`config.mk`:
```
export PLATFORM = sky130hd
export DESIGN_NAME = match_referee
export DESIGN_NICKNAME = d
export VERILOG_FILES = /design/src/rtl/match_referee.sv
export SDC_FILE = /design/constraint.sdc
export NUM_CORES = 1
export LEC_CHECK = 0
export ABC_CLOCK_PERIOD_IN_PS = 3200
export BUFFER_PORTS_ARGS = -buffer_cell sky130_fd_sc_hd__buf_2
export CAP_MARGIN = 10
export CORE_AREA = 4 4 84 86
export CTS_CLUSTER_DIAMETER = 40
export DETAILED_ROUTE_END_ITERATION = 8
export DIE_AREA = 0 0 88 90
export PLACE_DENSITY = 0.75
export SYNTH_ARGS = -nofsm -noshare
export SYNTH_HDL_FRONTEND = slang
export SYNTH_SLANG_ARGS = --single-unit
```
`constraint.sdc`:
```
create_clock -name pclk -period 3.2 [get_ports pclk]
set_clock_uncertainty 0.05 [all_clocks]
set_input_delay 0.64 -clock pclk [delete_from_list [all_inputs] [get_ports pclk]]
set_output_delay 0.64 -clock pclk [all_outputs]
set_load 0.02 [all_outputs]
```
`src/rtl/match_referee.sv`:
```
// Rally/score controller: scores points, counts touches per side, tracks serve side and sequences serve/pause/game-over.
// Outputs are registered, so an event sampled in cycle N shows up in cycle N+1.
module match_referee #(
   parameter int POINTS_TO_WIN = 15,
   parameter int MAX_TOUCHES   = 3,
   parameter int NET_X         = 512,
   parameter int GROUND_Y      = 700,
   parameter int PAUSE_CYCLES  = 65000000,
   parameter int SCORE_W       = 5,
   localparam int TC_W         = $clog2(MAX_TOUCHES + 2)
) (
   input  logic               pclk,
   input  logic               rst,
   input  logic               start,
   input  logic [11:0]        ball_xpos,
   input  logic [11:0]        ball_ypos,
   input  logic               pl1_col,
   input  logic               pl2_col,
   output logic [SCORE_W-1:0] score_player1,
   output logic [SCORE_W-1:0] score_player2,
   output logic [TC_W-1:0]    touch_count,
   output logic               last_touch,
   output logic               serve_side,
   output logic               flag_point,
   output logic               ball_reset,
   output logic               rally_active,
   output logic               endgame,
   output logic               winner
);

   localparam int CNT_W = $clog2(PAUSE_CYCLES + 1);

   localparam logic [11:0]        NET_X_L    = 12'(NET_X);
   localparam logic [11:0]        GROUND_Y_L = 12'(GROUND_Y);
   localparam logic [TC_W-1:0]    MAX_T      = TC_W'(MAX_TOUCHES);
   localparam logic [SCORE_W-1:0] WIN_SCORE  = SCORE_W'(POINTS_TO_WIN);
   localparam logic [CNT_W-1:0]   PAUSE_LAST = CNT_W'(PAUSE_CYCLES - 1);

   typedef enum logic [2:0] {IDLE, SERVE, RALLY, PAUSE, GAME_OVER} state_t;

   state_t             state;
   logic [CNT_W-1:0]   pause_cnt;
   logic               pl1_prev;
   logic               pl2_prev;

   logic               pl1_edge;
   logic               pl2_edge;
   logic               ground;
   logic               ground_side;
   logic               touch_vld;
   logic               touch_side;
   logic               same_side;
   logic [TC_W-1:0]    tc_inc;
   logic               fault;
   logic               point_vld;
   logic               point_side;
   logic [SCORE_W-1:0] score_next;
   logic               match_won;

   assign pl1_edge    = pl1_col & ~pl1_prev;
   assign pl2_edge    = pl2_col & ~pl2_prev;
   assign ground      = (ball_ypos >= GROUND_Y_L);
   // Ball landing in the player-1 half is a point for player 2.
   assign ground_side = (ball_xpos < NET_X_L);
   assign touch_vld   = pl1_edge | pl2_edge;
   assign touch_side  = ~pl1_edge;
   assign same_side   = (touch_side == last_touch) && (touch_count != '0);
   assign tc_inc      = touch_count + TC_W'(1);
   assign fault       = touch_vld && same_side && (tc_inc > MAX_T);
   assign point_vld   = ground | fault;
   assign point_side  = ground ? ground_side : ~touch_side;
   assign score_next  = (point_side ? score_player2 : score_player1) + SCORE_W'(1);
   assign match_won   = (score_next == WIN_SCORE);

   always_ff @(posedge pclk) begin
      if (rst) begin
         state         <= IDLE;
         pause_cnt     <= '0;
         pl1_prev      <= 1'b0;
         pl2_prev      <= 1'b0;
         score_player1 <= '0;
         score_player2 <= '0;
         touch_count   <= '0;
         last_touch    <= 1'b0;
         serve_side    <= 1'b0;
         flag_point    <= 1'b0;
         ball_reset    <= 1'b0;
         rally_active  <= 1'b0;
         endgame       <= 1'b0;
         winner        <= 1'b0;
      end else begin
         pl1_prev   <= pl1_col;
         pl2_prev   <= pl2_col;
         flag_point <= 1'b0;
         ball_reset <= 1'b0;
         case (state)
            IDLE: begin
               if (start) begin
                  state       <= SERVE;
                  ball_reset  <= 1'b1;
                  touch_count <= '0;
                  last_touch  <= serve_side;
               end
            end
            SERVE: begin
               state        <= RALLY;
               rally_active <= 1'b1;
            end
            RALLY: begin
               if (point_vld) begin
                  flag_point   <= 1'b1;
                  serve_side   <= point_side;
                  rally_active <= 1'b0;
                  if (point_side) score_player2 <= score_next;
                  else            score_player1 <= score_next;
                  if (match_won) begin
                     state   <= GAME_OVER;
                     endgame <= 1'b1;
                     winner  <= point_side;
                  end else begin
                     state     <= PAUSE;
                     pause_cnt <= '0;
                  end
               end
               // A ground hit masks any touch in the same cycle.
               if (touch_vld && !ground) begin
                  if (same_side) begin
                     touch_count <= tc_inc;
                  end else begin
                     last_touch  <= touch_side;
                     touch_count <= TC_W'(1);
                  end
               end
            end
            PAUSE: begin
               if (pause_cnt == PAUSE_LAST) begin
                  state       <= SERVE;
                  ball_reset  <= 1'b1;
                  touch_count <= '0;
                  last_touch  <= serve_side;
               end else begin
                  pause_cnt <= pause_cnt + CNT_W'(1);
               end
            end
            GAME_OVER: begin
               if (start) begin
                  state         <= SERVE;
                  endgame       <= 1'b0;
                  score_player1 <= '0;
                  score_player2 <= '0;
                  touch_count   <= '0;
                  serve_side    <= ~winner;
                  last_touch    <= ~winner;
                  ball_reset    <= 1'b1;
               end
            end
            default: state <= IDLE;
         endcase
      end
   end

endmodule

```
# Word-level counts from Yosys, hierarchy flattened
# Cells that the tools add are included.
# totals
regBits	51
elab_cells	113
out_inout_bits	20
in_bits	29
# classes
addsub	3
bitwise_logic	9
muxes	41
n_reduce_logical	24
n_eq_ne	19
magnitude_cmp	3
# op_table
cell	n
26-bit 2-to-1 mux	3
26-bit one-hot mux with 2 select lines	1
5-bit 2-to-1 mux	6
26-bit by 1-bit adder with 26-bit output, second input constant	1
26-bit equality test, second input constant	1
3-bit 2-to-1 mux	8
2-bit inequality test, second input constant	11
5-bit one-hot mux with 2 select lines	2
4-bit AND reduction	5
1-bit 2-to-1 mux	14
12-bit by 10-bit greater-or-equal comparator with 1-bit output, second input constant	1
12-bit by 10-bit less-than comparator with 1-bit output, second input constant	1
3-bit one-hot mux with 4 select lines	1
3-bit one-hot mux with 3 select lines	1
3-bit AND reduction	3
1-bit one-hot mux with 2 select lines	4
3-bit by 2-bit equality test with 1-bit output, second input constant	2
6-bit AND reduction	1
2-bit nonzero test	3
3-bit nonzero test	2
5-bit by 1-bit adder with 5-bit output, second input constant	1
5-bit by 4-bit equality test with 1-bit output, second input constant	1
1-bit inverter	5
1-bit logical AND	4
14 further kinds	17

# Logic depth before layout (Yosys ltp)
# Gate-level depths: netlist of run 1.
# logic_depth
depth_word	10
depth_mapped	13
mapped_depth_nobuf	12

# Worst setup path before layout of run 1
# OpenSTA, ideal clock, no wires.
# synth_path
path_kind	input -> register
startpoint	input port ball_ypos[3]
endpoint	register pause_cnt[2]
path_stages	12
n_path_buf	1
slack_ps	-36
required_ps	3061
arrival_time_ps	3097
setup_ps	89
path_cell_list	nand4_1 -> a22oi_1 -> mux2_2 -> mux2i_1 -> inv_1 -> ha_1 -> xnor2_1 -> nor4b_1 -> mux2_4 -> o21bai_4 -> buf_6 -> o32ai_4
# synth_via
elab_chain_len	7
elab_cells_between_ends	9
cone_classes	add/sub: 1; order compare: 1; eq/ne: 3; mux: 2; bitwise: 1; reduce/logical: 1
# synth_lines
element	line_no	text
from (decl)	16	input logic [11:0] ball_ypos,
12-bit by 10-bit greater-or-equal comparator with 1-bit output *	62	assign ground = (ball_ypos >= GROUND_Y_L);
1-bit 2-to-1 mux	71	assign point_side = ground ? ground_side : ~touch_side;
5-bit 2-to-1 mux	72	assign score_next = (point_side ? score_player2 : score_player1) + SCORE_W'(1);
5-bit by 1-bit adder with 5-bit output	72	
5-bit by 4-bit equality test with 1-bit output	73	assign match_won = (score_next == WIN_SCORE);
2-bit inequality test (no source line)	--	
4-bit AND reduction (no source line) *	--	
to (signal assigned)	142	pause_cnt <= pause_cnt + CNT_W'(1);
to (decl)	42	logic [CNT_W-1:0] pause_cnt;
# Mark *: on every way between the ends. The rest lies on a longest branch, timed or not.
# A chain may end at the register's enable or synchronous reset.

# Final worst setup path of run 1
# layout_path
startpoint	input port ball_ypos[11]
endpoint	register pause_cnt[12]
# Same word-level chain as after synthesis.

==> run metrics, run 1 <==
Power Density=368 nW/um2; Async S/R FF share, synth=0%; min cycle time layout=3.00 ns; slowest stage cell on the critical path=mux2_4; routability cong.=0.823; Total GRT Usage=about a fifth; synth unique cells=66; cts bufs inserted=5; largest cells by area after synthesis=dfxtp_1 (32%), o32ai_2 (6.2%), xnor2_1 (3.9%), a21oi_1 (3.3%), o21ai_0 (3.2%); TritonCTS clock tree=done; port bufs=37; 1st-iter DRT viols=134; Worst Path Arrival=3.16 ns; Cells after Synth=359; worst r2r path cells=7; Tcrit/Tclk final=93.8%; clk buf depth=2; clk_lat worst skew=0.30 ns; Synth Warn #=0; Crit path largest cell delay=0.35 ns; status=finished, final reports clean; CORE AREA=6280 um2; Worst Setup EP=pause_cnt[12]; most frequent cells in the layout=dfxtp_1 (51), buf_2 (37), nand2_1 (26); crit-path cells=buf_2 -> nor4_2 -> a22oi_2 -> mux2_4 -> mux2i_2 -> inv_1 -> ha_2 -> xnor2_1 -> nor4b_1 -> mux2_4 -> o21bai_4 -> buf_12 -> a311oi_1; metal2 WL=about 3.6 mm; most common flop cell mapped by yosys=dfxtp_1; Syn Nets=394; Worst R2R End=pause_cnt[12]; DR pass1 iterations=4; Area Growth Syn to Fin=13.6%; die area=7920 um2; first-pass GRT wire length=12.6 mm; WL per Instance=15.3 um; Post-synth EDFFs=0; Top-Level Pins=49; layout filler cell count=567; critical path class=input pin to register; worst vdd ir=0.218 mV; antenna violations before repair=0; worst r2r src=pause_cnt[9]; commonest non-fill, non-tap cell in the layout=dfxtp_1; via count=2839; Highest Clock Rate=333 MHz; worst hold slack=about 0.45 ns; register area share after synthesis=between 30% and 40%; Worst R2R Setup Slack=0.61 ns; vias in the first global route=2719; Overflow after GRT=0; share of cells above drive strength 1=24.4%; die width=slightly below 90 um; worst hold path type=register to register; Metal-1 WL=3.21 mm; Via density=5.94; Final setup viols=0; met3 WL=446 um; RSZ-0062 raised after global routing=false; Root Driver=clkbuf_8; hold_buf cts=0; share of the synthesized area in the top cell type=32.2%; Post-DRT Antenna Nets=0; CTS Sinks=a little over 50; Cells after DPL=between 400 and 500; Non-Filler Instances=478; site row count=29; diode count=0; die height=around 90 um; Max-slew headroom=between 40% and 50%; DRC=0; Fin. Hold Viols=0; syn avg cell area=8.84 um2; Worst Setup SP=ball_ypos[11]; Post-DP Area=3490 um2; Synth area leader=dfxtp_1; Clock Pin Slew Worst Setup and Hold Paths=0.09 ns; Detail Placement HPWL=around 5.3 mm; WL final=7.31 mm; Slew Viols, Final=0; post-route core utilization=57.4%; Post-Syn Area=~3200 um2; CP Capture Type=register; H-tree depth=2; Crit path required time=3.36 ns; Max Cap Viol=0; Crit path top cell by count=mux2_4; Final nets=436; Initial Util=50.5%; CP max FO=15; top layer in use=met4; Design Power=1.33 mW; Worst-Margin Slew=0.785 ns; post-route cell area=3600 um2; Lkg Pwr=between 1 and 1.5 nW; largest net degree at the start of global routing=51; CP startpoint kind=input pin; flip-flop and latch count after synthesis=51
[timing repair]
item / 4_1_cts / 5_1_grt
hold endpoints to repair: 0 / 0
resized for setup: 0 / 2
buffers inserted: 0 / 0
endpoints found under the setup margin: 0 / 4
[cells in the mapped netlist (2+ instances only)]
library cell and instances:
o21bai_1 3, a2bb2oi_1 3, xor2_1 7, o21a_1 2
or4b_2 2, or4_4 2, mux2i_1 8, a311oi_1 6
nor3_1 10, nand2_1 26, a21oi_1 21, xnor2_1 14
nor2b_1 7, a41oi_1 3, a21o_1 2, ha_1 6
o21ai_0 20, buf_6 5, o211ai_1 2, nor4_1 3
or4_1 2, nor2_1 24, nand2b_1 4, a31oi_1 5
o32ai_2 12, and3b_1 2, clkbuf_1 8, nand3b_1 4
nand4_1 9, a211oi_2 6, dfxtp_1 51, nand3_1 14
and3_1 5, o22ai_1 2, inv_1 22, or3_1 3
and2_1 4, a22oi_1 2
[through the flow]
stage | setup WS, ns | TNS (ns)
floorplan | 0.0483 | 0
global placement | -0.0760 | -0.741
detailed placement | -0.176 | -3.20
CTS | 0.147 | 0
global route | 0.0358 | 0
finish | 0.199 | 0
[layer usage]
| metal | up-vias | GRT usage, % |
|---|---|---|
| met2 | 69 | 31.8 |
| li1 | 1409 | - |
| met3 | 9 | 3.75 |
| met5 | - | 0 |
| met4 | 0 | 4.48 |
| met1 | 1352 | 25.1 |
[sequential cells by signal (all words and copies together), names as in the netlist]
name           flops
pause_cnt         26
score_player1      5
score_player2      5
state              3
touch_count        3
ball_reset         1
endgame            1
flag_point         1
last_touch         1
pl1_prev           1
pl2_prev           1
rally_active       1
serve_side         1
winner             1
[how the worst min path moves through the flow]
stage,slack (ns),start,cells past startpoint,endpoint
after floorplan,0.41,pause_cnt[12],1,pause_cnt[12]
after global placement,0.42,endgame,2,endgame
after detailed placement,0.42,endgame,2,endgame
after CTS,0.44,endgame,2,endgame
after global routing,0.46,endgame,2,endgame
final,0.45,endgame,2,endgame
[final cells by class]
cell class | count | area, um2 | area share, %
Multi-Input combinational cell | 270 | 1990 | 55.1
Sequential cell | 51 | 1020 | 28.3
Timing Repair Buffer | 51 | 315 | 8.75
Tap cell | 77 | 96.3 | 2.67
Inverter | 22 | 82.6 | 2.29
Clock buffer | 6 | 72.6 | 2.01
Clock inverter | 1 | 30.0 | 0.833
[worst max-delay path, delay by kind of cell]
kind | cells | cell delay, ns
compound gates | 3 | 0.50
xor+xnor | 1 | 0.13
fa+ha+maj | 1 | 0.22
buf+inv | 3 | 0.35
mux | 3 | 0.79
simple gates | 2 | 0.54
[cell families (layout without fill, tap and decap cells)]
kind of cell	Yosys count	in the layout	synth area share [%]
simple gates	133	133	23.8
compound gates	100	100	26.4
flops	51	51	32.2
buf+inv	38	80	6.07
xor+xnor	21	21	5.80
mux	10	10	3.35
fa+ha+maj	6	6	2.37
[report_power, final]
part	internal [mW]	switching [mW]
logic	0.0868	0.130
clock network	0.230	0.215
registers	0.648	0.0180
total	0.965	0.362
Note: power is estimated with default switching activity, not from simulation.
==> run 2, diff against run 1 <==
- ABC_AREA: not set -> 1
- CORE_AREA: 4 4 84 86 -> 4 4 78 95
- DIE_AREA: 0 0 88 90 -> 0 0 82 99
==> run metrics, run 2 <==
GRT busiest layer=met2; Max Cap Viol=0 (unchanged); CP startpoint kind=input pin; vias in the first global route=3226 (+19%); layout filler cell count=650 (+15%); die width=82 um (-6.8%); Worst-Margin Slew=0.807 ns (+0.0223 ns); most frequent cells in the layout=nand2_1 (120), inv_1 (63), dfxtp_1 (51); sequential share of power=39.4% (-11 points); Final nets=579 (+33%); Post-Syn Area=3300 um2 (+4.1%); Worst Path Arrival=2.81 ns (-0.35 ns); Power Density=626 nW/um2 (+70%); clk_lat worst skew=0.31 ns (about the same); Lkg Pwr=1.43 nW (+10%); CP max FO=28 (+13); most common flop cell mapped by yosys=dfxtp_1; Root Driver=clkbuf_8; Async S/R FF share, synth=0% (unchanged); combinational share of power=42.4% (+26 points); largest cells by area after synthesis=dfxtp_1 (31%), nand2_1 (14%), a21oi_1 (7.4%), inv_1 (7.2%), nand3_1 (6.2%); clk buf depth=2 (unchanged); DRC=0 (unchanged); Worst Setup SP=ball_xpos[11]; flip-flop and latch count after synthesis=51 (unchanged); hold path start=rally_active; hold_buf cts=0 (unchanged); Slew Viols, Final=0 (unchanged); Synth area leader=dfxtp_1; cts bufs inserted=5 (unchanged); Total Neg Setup Slack=0 ns (unchanged); clock power share=18.2% (-15 points); Post-DRT Antenna Nets=0 (unchanged); site row count=32 (+10%); internal power=1.28 mW (+33%); Area Growth Syn to Fin=9.92%; Detail Placement HPWL=5.79 mm (+9.8%); commonest non-fill, non-tap cell in the layout=nand2_1; Highest Clock Rate=378 MHz (+13%); port bufs=37 (unchanged); Initial Util=51.6% (+1.0 points); WL per Instance=12.3 um (-19%); Total GRT Usage=20.7% (+1.6 points); 1st-iter DRT viols=159 (+19%); routability cong.=0.860 (+4.4%); met2 Usage GRT=36.6% (+4.7 points); Crit path required time=3.36 ns (about the same); worst hold path type=register to register; Final setup viols=0 (unchanged); Largest regs=pause_cnt (26), score_player1 (5), score_player2 (5); worst r2r src=pl1_prev; diode count=0 (unchanged); share of cells above drive strength 1=17.6% (-6.8 points); syn avg cell area=6.46 um2 (-27%); TritonCTS clock tree=done; Psw=0.996 mW (+170%); H-tree depth=2 (unchanged); number of flip-flops in the largest register=26 (unchanged); post-cts resize count=0 (unchanged); Fin. Hold Viols=0 (unchanged); largest net degree at the start of global routing=29 (-43%); Top-Level Pins=49 (unchanged); RSZ-0062 raised after global routing=false; min cycle time layout=2.65 ns (-0.355 ns); Clock Pin Slew Worst Setup and Hold Paths=0.10 ns (about the same); Top reg by flops=pause_cnt; top-count cell post-synth=nand2_1; CORE AREA=6410 um2 (+2.1%); Post-synth EDFFs=0 (unchanged); Synth Warn #=0 (unchanged); Max-slew headroom=46.2% (-1.4 points); via count=3346 (+18%); Overflow after GRT=0 (unchanged); post-route core utilization=56.7% (-0.75 points); register area share after synthesis=30.9% (-1.3 points); first-pass GRT wire length=13.7 mm (+8.9%); Via density=5.31 (-11%); synth cell count leaders=nand2_1 (120), inv_1 (63), dfxtp_1 (51), nor2_1 (50), a21oi_1 (49); synth unique cells=42 (-36%); status=finished, final reports clean; critical path class=input pin to register; DR pass1 iterations=4 (unchanged); switching part of the total power=43.8% (+16 points); WL final=7.78 mm (+6.4%); CP Capture Type=register; share of the synthesized area in the top cell type=30.9% (-1.3 points); CTS Sinks=51 (unchanged); die height=99 um (+10%); met1 Use GR=24.7% (-0.41 points); Syn Nets=546 (+39%); die area=8120 um2 (+2.5%); antenna violations before repair=0 (unchanged); Tcrit/Tclk final=82.7% (-11 points); # Post-CTS Setup Buffers=0 (unchanged); Cells after Synth=511 (+42%); worst vdd ir=0.369 mV (+70%); GRT met3 Usage=3.47% (-0.27 points)
==> run 2: kinds of logic (layout without fill, tap and decap cells) <==
| logic type | after synthesis | in the layout | synth area share, % |
|---|---|---|---|
| AO/OA/AOI/OAI | 86 | 86 | 14.3 |
| adder cells (fa/ha/maj) | 6 | 6 | 2.27 |
| AND/OR/NAND/NOR | 284 | 284 | 41.4 |
| XOR/XNOR | 3 | 3 | 0.796 |
| buffers and inverters | 81 | 115 | 10.3 |
| flip-flops | 51 | 51 | 30.9 |
==> run 2: worst paths after layout <==
check / endpoint / slack (ns) / depth (start not counted)
min: rally_active / 0.42 / 2
max reg2reg: pause_cnt[0] / 0.77 / 14
min reg2reg: rally_active / 0.42 / 2
max: pause_cnt[1] / 0.55 / 19
==> run 2: worst max-delay path, cell delays in order <==
cell and delay [ns]:
buf_2 0.10, nor2_1 0.10, inv_1 0.04, nor2_1 0.22, inv_1 0.09, nand2_2 0.09
nand2_2 0.11, nand2_1 0.09, nand2_1 0.10, ha_1 0.23, inv_1 0.08, nor2_1 0.05
nand3_1 0.08, nand2_1 0.09, nand4_2 0.11, buf_4 0.33, nand3_1 0.12, nand2_1 0.08
nor2_1 0.05
==> run 2: per-layer routing <==
layer	wire, um	vias up
met5	0	-
met4	116	0
met3	478	11
met2	3900	84
met1	3280	1514
li1	-	1737
==> run 2: power by group through the flow <==
stage / logic, mW / registers [mW] / clock network (mW)
after CTS: 0.971 / 0.895 / 0.422
after floorplan: 0.664 / 0.970 / 0
final: 0.964 / 0.896 / 0.414
after global placement: 0.936 / 0.902 / 0
after detailed placement: 0.969 / 0.908 / 0
after global routing: 1.10 / 0.920 / 0.445
==> run 2: cell type report <==
type	instances	area [um2]	area share, %
clock buffers	6	82.6	2.27
clock inverters	2	16.3	0.448
inverters	67	251	6.93
multi-input cells	379	1950	53.6
flip-flops and latches	51	1020	28.1
well taps	85	106	2.93
repair buffers	40	208	5.72
==> run 2: per-stage QoR <==
| stage | total power [mW] | cell area [um2] | hold slack [ns] | setup slack, ns | instances |
|---|---|---|---|---|---|
| 6_report | 2.27 | 3630 | 0.416 | 0.554 | 630 |
| 4_1_cts | 2.29 | 3630 | 0.418 | 0.559 | 630 |
| 3_5_place_dp | 1.88 | 3530 | 0.403 | 0.226 | 622 |
| 2_1_floorplan | 1.63 | 3300 | 0.404 | 0.625 | 511 |
| 3_3_place_gp | 1.84 | 3530 | 0.400 | 0.322 | 622 |
| 5_1_grt | 2.46 | 3630 | 0.448 | 0.240 | 630 |
==> run 3, diff against run 2 <==
- ABC_CLOCK_PERIOD_IN_PS: 3200 -> 2500
- CORE_AREA: 4 4 78 95 -> 4 4 75 91
- DIE_AREA: 0 0 82 99 -> 0 0 79 95
- PLACE_DENSITY: 0.75 -> 0.78
- clock period: 3.2 -> 2.5 ns (I/O delays scaled with it)
==> run metrics, run 3 (synthesis results as in run 2) <==
CORE AREA=5970 um2 (-6.8%); port bufs=37 (unchanged); clk_lat worst skew=0.31 ns (about the same); cts bufs inserted=5 (unchanged); DR pass1 iterations=5 (+1); Max Cap Viol=0 (unchanged); worst setup margin=0.164 ns (-0.391 ns); share of cells above drive strength 1=21.8% (+4.2 points); Largest regs=pause_cnt (26), score_player1 (5), score_player2 (5); worst hold path type=input pin to register; routability cong.=0.893 (+3.9%); Final nets=602 (+4.0%); Crit path top cell by count=nand2_2; CP startpoint kind=input pin; Worst-Margin Slew=0.848 ns (+0.0416 ns); Area Growth Syn to Fin=16.9%; family with the most delay on the worst path=simple AND/OR/NAND/NOR gates; vias in the first global route=3398 (+5.3%); H-tree depth=2 (unchanged); 1st-iter DRT viols=153 (-3.8%); Max-slew headroom=43.4% (-2.8 points); slowest stage cell on the critical path=ha_2; TritonCTS clock tree=done; switching part of the total power=43.2% (-0.61 points); commonest non-fill, non-tap cell in the layout=nand2_1; site row count=31 (-3.1%); RSZ-0062 raised after global routing=true; layout filler cell count=577 (-11%); post-route core utilization=64.6% (+7.9 points); Tcrit/Tclk final=93.5%; sequential share of power=38.4% (-1.0 points); Crit path required time=2.69 ns (-0.67 ns); CP Capture Type=register; Detail Placement HPWL=5.89 mm (+1.8%); WL final=7.88 mm (+1.3%); Total Neg Setup Slack=0 ns (unchanged); hold_buf cts=0 (unchanged); Design Power=2.99 mW (+31%); WL per Instance=12.1 um (-1.8%); Power Density=774 nW/um2 (+24%); combinational share of power=45.5% (+3.1 points); dpl ws=-0.169 ns (-0.394 ns); Post-DRT Antenna Nets=0 (unchanged); status=finished, final reports clean; Reg area=1020 um2 (unchanged); Psw=1.29 mW (+29%); Initial Util=55.3% (+3.7 points); clk buf depth=2 (unchanged); WP buf/inv=4 (-1); Slew Viols, Final=0 (unchanged); die height=95 um (-4.0%); Root Driver=clkbuf_8; die width=79 um (-3.7%); largest net degree at the start of global routing=28 (-3.4%); most frequent cells in the layout=nand2_1 (119), inv_1 (63), dfxtp_1 (51); Via density=5.27 (-0.73%); Top-Level Pins=49 (unchanged); diode count=0 (unchanged); crit-path cells=buf_2 -> inv_1 -> nand2_1 -> nor2_2 -> nand2_2 -> nand3_4 -> nand2_2 -> nand2_2 -> nand2_1 -> nand2_2 -> ha_2 -> inv_1 -> nor2_1 -> nand3_1 -> nand2_2 -> nand4_4 -> nand2_2 -> buf_12 -> nand2_1 -> a21oi_2; Crit path largest cell delay=0.19 ns (-0.14 ns); Fin. Hold Viols=0 (unchanged); number of flip-flops in the largest register=26 (unchanged); Highest Clock Rate=around 430 MHz; DRC=0 (unchanged); first-pass GRT wire length=14.0 mm (+1.8%); min cycle time layout=about 2.3 ns; Worst Path Arrival=2.53 ns (-0.28 ns); internal power=1.70 mW (+33%); CP max FO=16 (-43%); Lkg Pwr=1.54 nW (+7.4%); multi-input combinational cell area=1990 um2 (+2.3%); Top reg by flops=pause_cnt; via count=3427 (+2.4%); Overflow after GRT=0 (unchanged); antenna violations before repair=0 (unchanged); Clock Pin Slew Worst Setup and Hold Paths=0.09 ns (about the same); worst vdd ir=0.544 mV (+47%); die area=7510 um2 (-7.6%); Total GRT Usage=22.6% (+1.9 points); critical path class=input pin to register; clock power share=16.2% (-2.0 points); CTS Sinks=51 (unchanged); Final setup viols=0 (unchanged)
run 3: power groups by stage:
stage / clock network, mW / registers (mW) / logic (mW)
2_1_floorplan: 0 / 1.24 / 0.850
3_3_place_gp: 0 / 1.15 / 1.29
3_5_place_dp: 0 / 1.16 / 1.33
4_1_cts: 0.493 / 1.14 / 1.33
5_1_grt: 0.512 / 1.18 / 1.55
6_report: 0.482 / 1.15 / 1.36
run 3: worst reg2reg max path, stage by stage, from the launching register on:
cell and delay (ns):
dfxtp_1 0.42, inv_1 0.10, ha_1 0.28, inv_1 0.05, o31ai_1 0.22, a31oi_1 0.14
nand2_1 0.11, nand2_1 0.10, a41oi_4 0.26, buf_4 0.23, nand3_1 0.09, nand2_1 0.06
nor2_1 0.06
run 3: metrics by stage:
stage / cells / area (um2) / hold WS (ns)
finish: 650 / 3860 / 0.357
global route: 650 / 3860 / 0.389
CTS: 649 / 3790 / 0.350
detailed placement: 641 / 3710 / 0.402
global placement: 641 / 3710 / 0.397
floorplan: 511 / 3300 / 0.404
run 3: layout make-up:
class,instances,share of cell area (%)
Multi-Input combinational cell,379,51.6
Sequential cell,51,26.5
Timing Repair Buffer,63,10.6
Inverter,67,6.52
Tap cell,82,2.66
Clock buffer,6,1.88
Clock inverter,2,0.324
run 3: timing repair:
action	in CTS	in global routing
setup buffers	0	1
endpoints found under the setup margin	0	26
gates resized for setup	0	13
run 3: final timing paths:
path	startpoint	endpoint	slack, ns	cells past startpoint
min	pl2_col	pl2_prev	0.36	3
max reg2reg	touch_count[0]	pause_cnt[20]	0.23	12
min reg2reg	rally_active	rally_active	0.41	2
max	ball_ypos[6]	pause_cnt[12]	0.16	20
run 3: per-layer routing:
metal | vias to the layer above | routed length (um) | global-route usage, % | share of wire [%]
li1 | 1781 | - | - | -
met1 | 1544 | 3320 | 25.0 | 42
met2 | 85 | 4020 | 41.9 | 51
met3 | 17 | 347 | 3.63 | 4.4
met4 | 0 | 189 | 10.0 | 2.4
met5 | - | 0 | 0 | 0
